File: config.mk
export PLATFORM = sky130hd
export DESIGN_NAME = pc_fetch_flat
export DESIGN_NICKNAME = d
export VERILOG_FILES = /design/src/rtl/pc_fetch_if.sv /design/src/rtl/pc_fetch.sv /design/src/flat_wrapper.sv
export SDC_FILE = /design/constraint.sdc
export NUM_CORES = 1
export LEC_CHECK = 0
export BUFFER_PORTS_ARGS = -buffer_cell sky130_fd_sc_hd__buf_2
export CORE_MARGIN = 10
export CORE_UTILIZATION = 43
export CTS_BUF_LIST = sky130_fd_sc_hd__clkbuf_4 sky130_fd_sc_hd__clkbuf_8
export DETAILED_ROUTE_END_ITERATION = 6
export PLACE_DENSITY = 0.7
export SYNTH_ARGS = -nofsm -noshare
export SYNTH_HDL_FRONTEND = slang
export SYNTH_SLANG_ARGS = --single-unit
File: constraint.sdc
create_clock -name clk -period 4.5 [get_ports clk]
set_input_delay 0.9 -clock clk [delete_from_list [all_inputs] [get_ports clk]]
set_output_delay 0.9 -clock clk [all_outputs]
set_load 0.02 [all_outputs]
File: src/rtl/pc_fetch_if.sv
// pc_fetch_if: instruction-memory request/grant/response bus
//   req    fetch request, held until gnt
//   addr   fetch address
//   gnt    memory accepted the request
//   rvalid rdata is valid
//   rdata  fetched instruction word
interface pc_fetch_if;
  logic        req;
  logic [31:0] addr;
  logic        gnt;
  logic        rvalid;
  logic [31:0] rdata;
  modport master(output req, addr, input gnt, rvalid, rdata);
  modport slave(input req, addr, output gnt, rvalid, rdata);
endinterface

File: src/rtl/pc_fetch.sv
// pc_fetch: program counter and instruction fetch stage of the one-tact MIPS core
//   clk, rst_n      clock, asynchronous active-low reset
//   imem            instruction-memory bus (master side)
//   pc_next_c_i     next-PC select: 00 pc+4, 01 branch, 1x jump
//   imm_i, jidx_i   branch offset and jump index of the current instruction
//   halt_i          stop after the instruction in execute
//   instr_o         registered instruction, instr_valid_o high in execute
//   pc_o, pc_plus4_o current PC and PC+4
//   halted_o        halted state, retired_o executed-instruction count
module pc_fetch #(
  parameter logic [31:0] RESET_PC = 32'h0000_0000
) (
  input  logic        clk,
  input  logic        rst_n,
  pc_fetch_if.master  imem,
  input  logic [1:0]  pc_next_c_i,
  input  logic [15:0] imm_i,
  input  logic [25:0] jidx_i,
  input  logic        halt_i,
  output logic [31:0] instr_o,
  output logic        instr_valid_o,
  output logic [31:0] pc_o,
  output logic [31:0] pc_plus4_o,
  output logic        halted_o,
  output logic [31:0] retired_o
);
  typedef enum logic [2:0] {IDLE, REQ, WAIT, EXEC, HALTED} state_t;
  state_t      state_q, state_d;
  logic [31:0] pc_q, pc_d, instr_q, instr_d, retired_q, retired_d, pc_sel;
  assign pc_plus4_o    = pc_q + 32'd4;
  assign pc_sel        = pc_next_c_i[1] ? {pc_plus4_o[31:28], jidx_i, 2'b00} :
                         pc_next_c_i[0] ? pc_plus4_o + {{14{imm_i[15]}}, imm_i, 2'b00} :
                         pc_plus4_o;
  assign imem.req      = state_q == REQ;
  assign imem.addr     = pc_q;
  assign instr_valid_o = state_q == EXEC;
  assign halted_o      = state_q == HALTED;
  assign instr_o       = instr_q;
  assign pc_o          = pc_q;
  assign retired_o     = retired_q;
  always_comb begin
    state_d   = state_q;
    pc_d      = pc_q;
    instr_d   = instr_q;
    retired_d = retired_q;
    case (state_q)
      IDLE: state_d = REQ;
      REQ:  state_d = imem.gnt ? WAIT : REQ;
      WAIT: begin
        state_d = imem.rvalid ? EXEC : WAIT;
        instr_d = imem.rvalid ? imem.rdata : instr_q;
      end
      EXEC: begin
        state_d   = halt_i ? HALTED : REQ;
        pc_d      = pc_sel;
        retired_d = retired_q + 32'd1;
      end
      default: state_d = HALTED;
    endcase
  end
  always_ff @(posedge clk or negedge rst_n) begin
    if (!rst_n) begin
      state_q   <= IDLE;
      pc_q      <= RESET_PC;
      instr_q   <= '0;
      retired_q <= '0;
    end else begin
      state_q   <= state_d;
      pc_q      <= pc_d;
      instr_q   <= instr_d;
      retired_q <= retired_d;
    end
  end
endmodule

File: src/flat_wrapper.sv
// flat-port wrapper written by rule: the top's interface ports become plain ports
module pc_fetch_flat 
#(
  parameter logic [31:0] RESET_PC = 32'h0000_0000
)
  (clk, rst_n, pc_next_c_i, imm_i, jidx_i, halt_i, instr_o, instr_valid_o, pc_o, pc_plus4_o, halted_o, retired_o, imem_req, imem_addr, imem_gnt, imem_rvalid, imem_rdata);
  pc_fetch_if imem_i ();
  input  logic clk;
  input  logic rst_n;
  input  logic [1:0] pc_next_c_i;
  input  logic [15:0] imm_i;
  input  logic [25:0] jidx_i;
  input  logic halt_i;
  output logic [31:0] instr_o;
  output logic instr_valid_o;
  output logic [31:0] pc_o;
  output logic [31:0] pc_plus4_o;
  output logic halted_o;
  output logic [31:0] retired_o;
  output wire logic [$bits(imem_i.req)-1:0] imem_req;
  output wire logic [$bits(imem_i.addr)-1:0] imem_addr;
  input wire logic [$bits(imem_i.gnt)-1:0] imem_gnt;
  input wire logic [$bits(imem_i.rvalid)-1:0] imem_rvalid;
  input wire logic [$bits(imem_i.rdata)-1:0] imem_rdata;
  assign imem_req = imem_i.req;
  assign imem_addr = imem_i.addr;
  assign imem_i.gnt = imem_gnt;
  assign imem_i.rvalid = imem_rvalid;
  assign imem_i.rdata = imem_rdata;
  pc_fetch #(.RESET_PC(RESET_PC)) u_core (.clk(clk), .rst_n(rst_n), .imem(imem_i), .pc_next_c_i(pc_next_c_i), .imm_i(imm_i), .jidx_i(jidx_i), .halt_i(halt_i), .instr_o(instr_o), .instr_valid_o(instr_valid_o), .pc_o(pc_o), .pc_plus4_o(pc_plus4_o), .halted_o(halted_o), .retired_o(retired_o));
endmodule
==> metrics.csv <==
metric,value,unit
cp_data_required_time,4.77,ns
status,finished clean,
min_from,u_core.retired_o[31],
max-slew-margin-rel,31.7,%
r2r_setup_slack,0.42,ns
ys.warnings.count,0,
holdBufCountCts,0,
worstReg2RegStart,u_core.imem.addr[9],
fin_util,53.1,%
timing.hold.ws,0.481,ns
timing.final.max_slew_violations,0,
period_share,90.7,%
grt_overflow,0,
leakagePower,4.16,nW
cts.sinks,97,
clk_latency,0.39,ns
pwr-share-comb,63.3,%
place_congestion,0.934,
post_cts_buffers,0,
drt-pass1-iter-count,5,
max_freq,245,MHz
track_usage,20.3,%
p_seq_share,25.9,%
wl_per_cell,19.7,um
synth_cells,767,
power.switching,3.09,mW
initial_core_util,44.3,%
p_total,5.91,mW
antenna_found_initial,0,
die_w,149,um
cts.clk_slew.worst_paths,0.11,ns
viasPerCell,5.57,
synth_simple_gate_area_share,18.6,%
hold_path.class,reg -> reg,
synthAdderAreaFrac,6.78,%
finClkSkew,0.0124,ns
p_int,2.82,mW
rows,46,
synth-main-ff-cell,dfrtp_1,
ys_ff_latch,97,
finalHoldViolations,0,
critPathCaptureType,register,
pin_count,244,
tns,0,ns
crit_type,reg -> reg,
synth_async_sr_flop_share,100,%
drc_errors,0,
grt_max_degree,77,
dpl.hpwl,18300,um
rsz0062_at_grt,no,
synth_compound_area_share,17.7,%
rr_worst_depth,15,
detail-route-antenna-nets,0,
cts_made_buffers,9,
critPathArrivalTime,4.35,ns
muxShareOfSynthArea,7.27,%
yosys.area_share.xor_xnor,8.96,%
clock_path_buffers,2,
cts_tree,built,
switching_share,52.3,%
first_iter_violations,499,
coreArea,16100,um2
syn_to_final_growth,19.8,%
cts_resized,0,
hold_depth,1,
r2r-end,u_core.imem.addr[31],
drive_gt1_share,34.5,%
worstMarginPinSlew,1.02,ns
synth-edff-count,0,
netlist_area,7120,um2
cts-htree-levels,3,
portBuffers,237,
start_kind,register,
vias,6628,
critPathMaxFanout,6,
p_per_area,693,nW/um2
ys_types,83,
period_needed,4.08,ns
seq_area_frac_synth,34.1,%
fin_nets,1088,
worstHoldEndpoint,u_core.retired_o[31],
maxCapViolations,0,
final-setup-viol-count,0,
die-area,22100,um2
wl,23500,um
synth.avg_cell_area,9.28,um2
p_clk_share,10.8,%
grt_pass1_vias,6329,
synth_top_family_by_area,simple AND/OR/NAND/NOR gates,
die_h,149,um
root_buffer,clkbuf_8,
vdd_drop_max,0.000255,V
grt_pass1_wl,36000,um
-- cells in the mapped netlist, drive strengths merged (4+ instances only) --
cell type,instances,area share (%)
a21oi,61,4.5
nor4,4,0.65
o21ai,35,2.6
o22ai,11,0.97
nor3,15,1.4
xor2,19,2.3
mux2,38,6.0
and4,4,0.53
dfrtp,97,34
nand4,27,2.8
nor2,54,3.0
a211oi,7,0.74
nand3,27,1.9
ha,37,6.5
a221o,4,0.56
and2,6,0.53
o21a,5,0.53
buf,42,4.2
or3,4,0.35
clkbuf,19,1.0
and3,16,1.5
xnor2,53,6.6
inv,23,1.2
o21bai,6,0.69
o211ai,4,0.61
a21o,19,2.0
mux2i,9,1.3
nand2,61,3.3
nor3b,6,0.70
a221oi,5,0.88
-- sequential cells by signal, summed over array words and instances (netlist names) --
signal	cells
u_core.imem.addr	30
u_core.retired_o	32
u_core.state_q	3
u_core.instr_o	32
-- final cells by class --
cell class                 count  area, um2
inverter                      25       95.1
clock inverter                 7       92.6
clock buffer                   9        124
tap                          216        270
antenna                        1       2.50
multi-input combinational    589       4250
sequential                    97       2430
fill                        1511       7530
timing repair buffer         247       1260
-- layout by cell type, fill, tap and decap left out, types with 4 or more instances in the layout --
cell type	instances
xnor2_1	52
a221o_1	4
o22ai_1	11
buf_4	11
nand4_1	23
or3_1	4
ha_1	37
a211oi_1	7
nand3_1	27
conb_1	6
buf_2	236
o21ai_0	30
dfrtp_1	97
mux2i_1	9
a21o_1	19
nand2_1	60
nor3b_1	4
a21oi_1	59
o21a_1	5
inv_1	23
o21bai_1	5
nor2_1	51
and3_1	14
mux2_2	37
clkbuf_8	9
xor2_1	19
and2_1	6
nor3_1	12
-- power groups by stage --
stage / Combinational, mW / Sequential (mW) / Clock, mW
2_1_floorplan: 2.41 / 1.81 / 0
3_3_place_gp: 3.72 / 1.53 / 0
3_5_place_dp: 3.73 / 1.54 / 0
4_1_cts: 3.75 / 1.52 / 0.656
5_1_grt: 4.06 / 1.58 / 0.687
6_report: 3.75 / 1.53 / 0.636
-- per-layer routing --
layer  global-route usage [%]  part of all wire, %
met1                     25.7                   42
met5                        0                    0
met4                     6.54                  2.0
met2                     34.1                   49
met3                     3.76                  7.0
-- through the flow --
step	setup WS, ns	area [um2]	std cells
finish	0.416	8530	1191
global route	0.110	8530	1190
CTS	0.490	8530	1190
detailed placement	0.540	8310	1174
global placement	0.672	8310	1174
floorplan	0.377	7140	772
-- critical path: stages, from the launching register on --
cell and delay [ns]:
dfrtp_1 0.52, nand4_2 0.21, nor4_4 0.50, nand2_4 0.14, nor2_2 0.17, nand2_1 0.10
xnor2_2 0.32, ha_1 0.33, and2_1 0.19, a21oi_1 0.30, o21ai_0 0.22, a22oi_1 0.26
nand3_1 0.10, a211oi_1 0.25, mux2i_1 0.23, o2111ai_1 0.11
-- how the worst max path moves through the flow --
stage	from	cells past startpoint	slack (ns)	to
5_1_grt	u_core.imem.addr[3]	15	0.11	u_core.imem.addr[31]
4_1_cts	u_core.imem.addr[8]	15	0.49	u_core.imem.addr[31]
6_report	u_core.imem.addr[9]	15	0.42	u_core.imem.addr[31]
3_3_place_gp	u_core.imem.addr[3]	15	0.67	u_core.imem.addr[31]
3_5_place_dp	u_core.imem.addr[8]	15	0.54	u_core.imem.addr[31]
2_1_floorplan	u_core.imem.addr[3]	16	0.38	u_core.imem.addr[31]
-- kinds of logic after synthesis --
logic type | count (synthesis)
AO/OA/AOI/OAI | 184
XOR/XNOR | 72
adder cells (fa/ha/maj) | 38
buffers and inverters | 86
flip-flops | 97
multiplexers | 47
other | 1
AND/OR/NAND/NOR | 242
No activity file was read; power rests on OpenSTA's default activity.
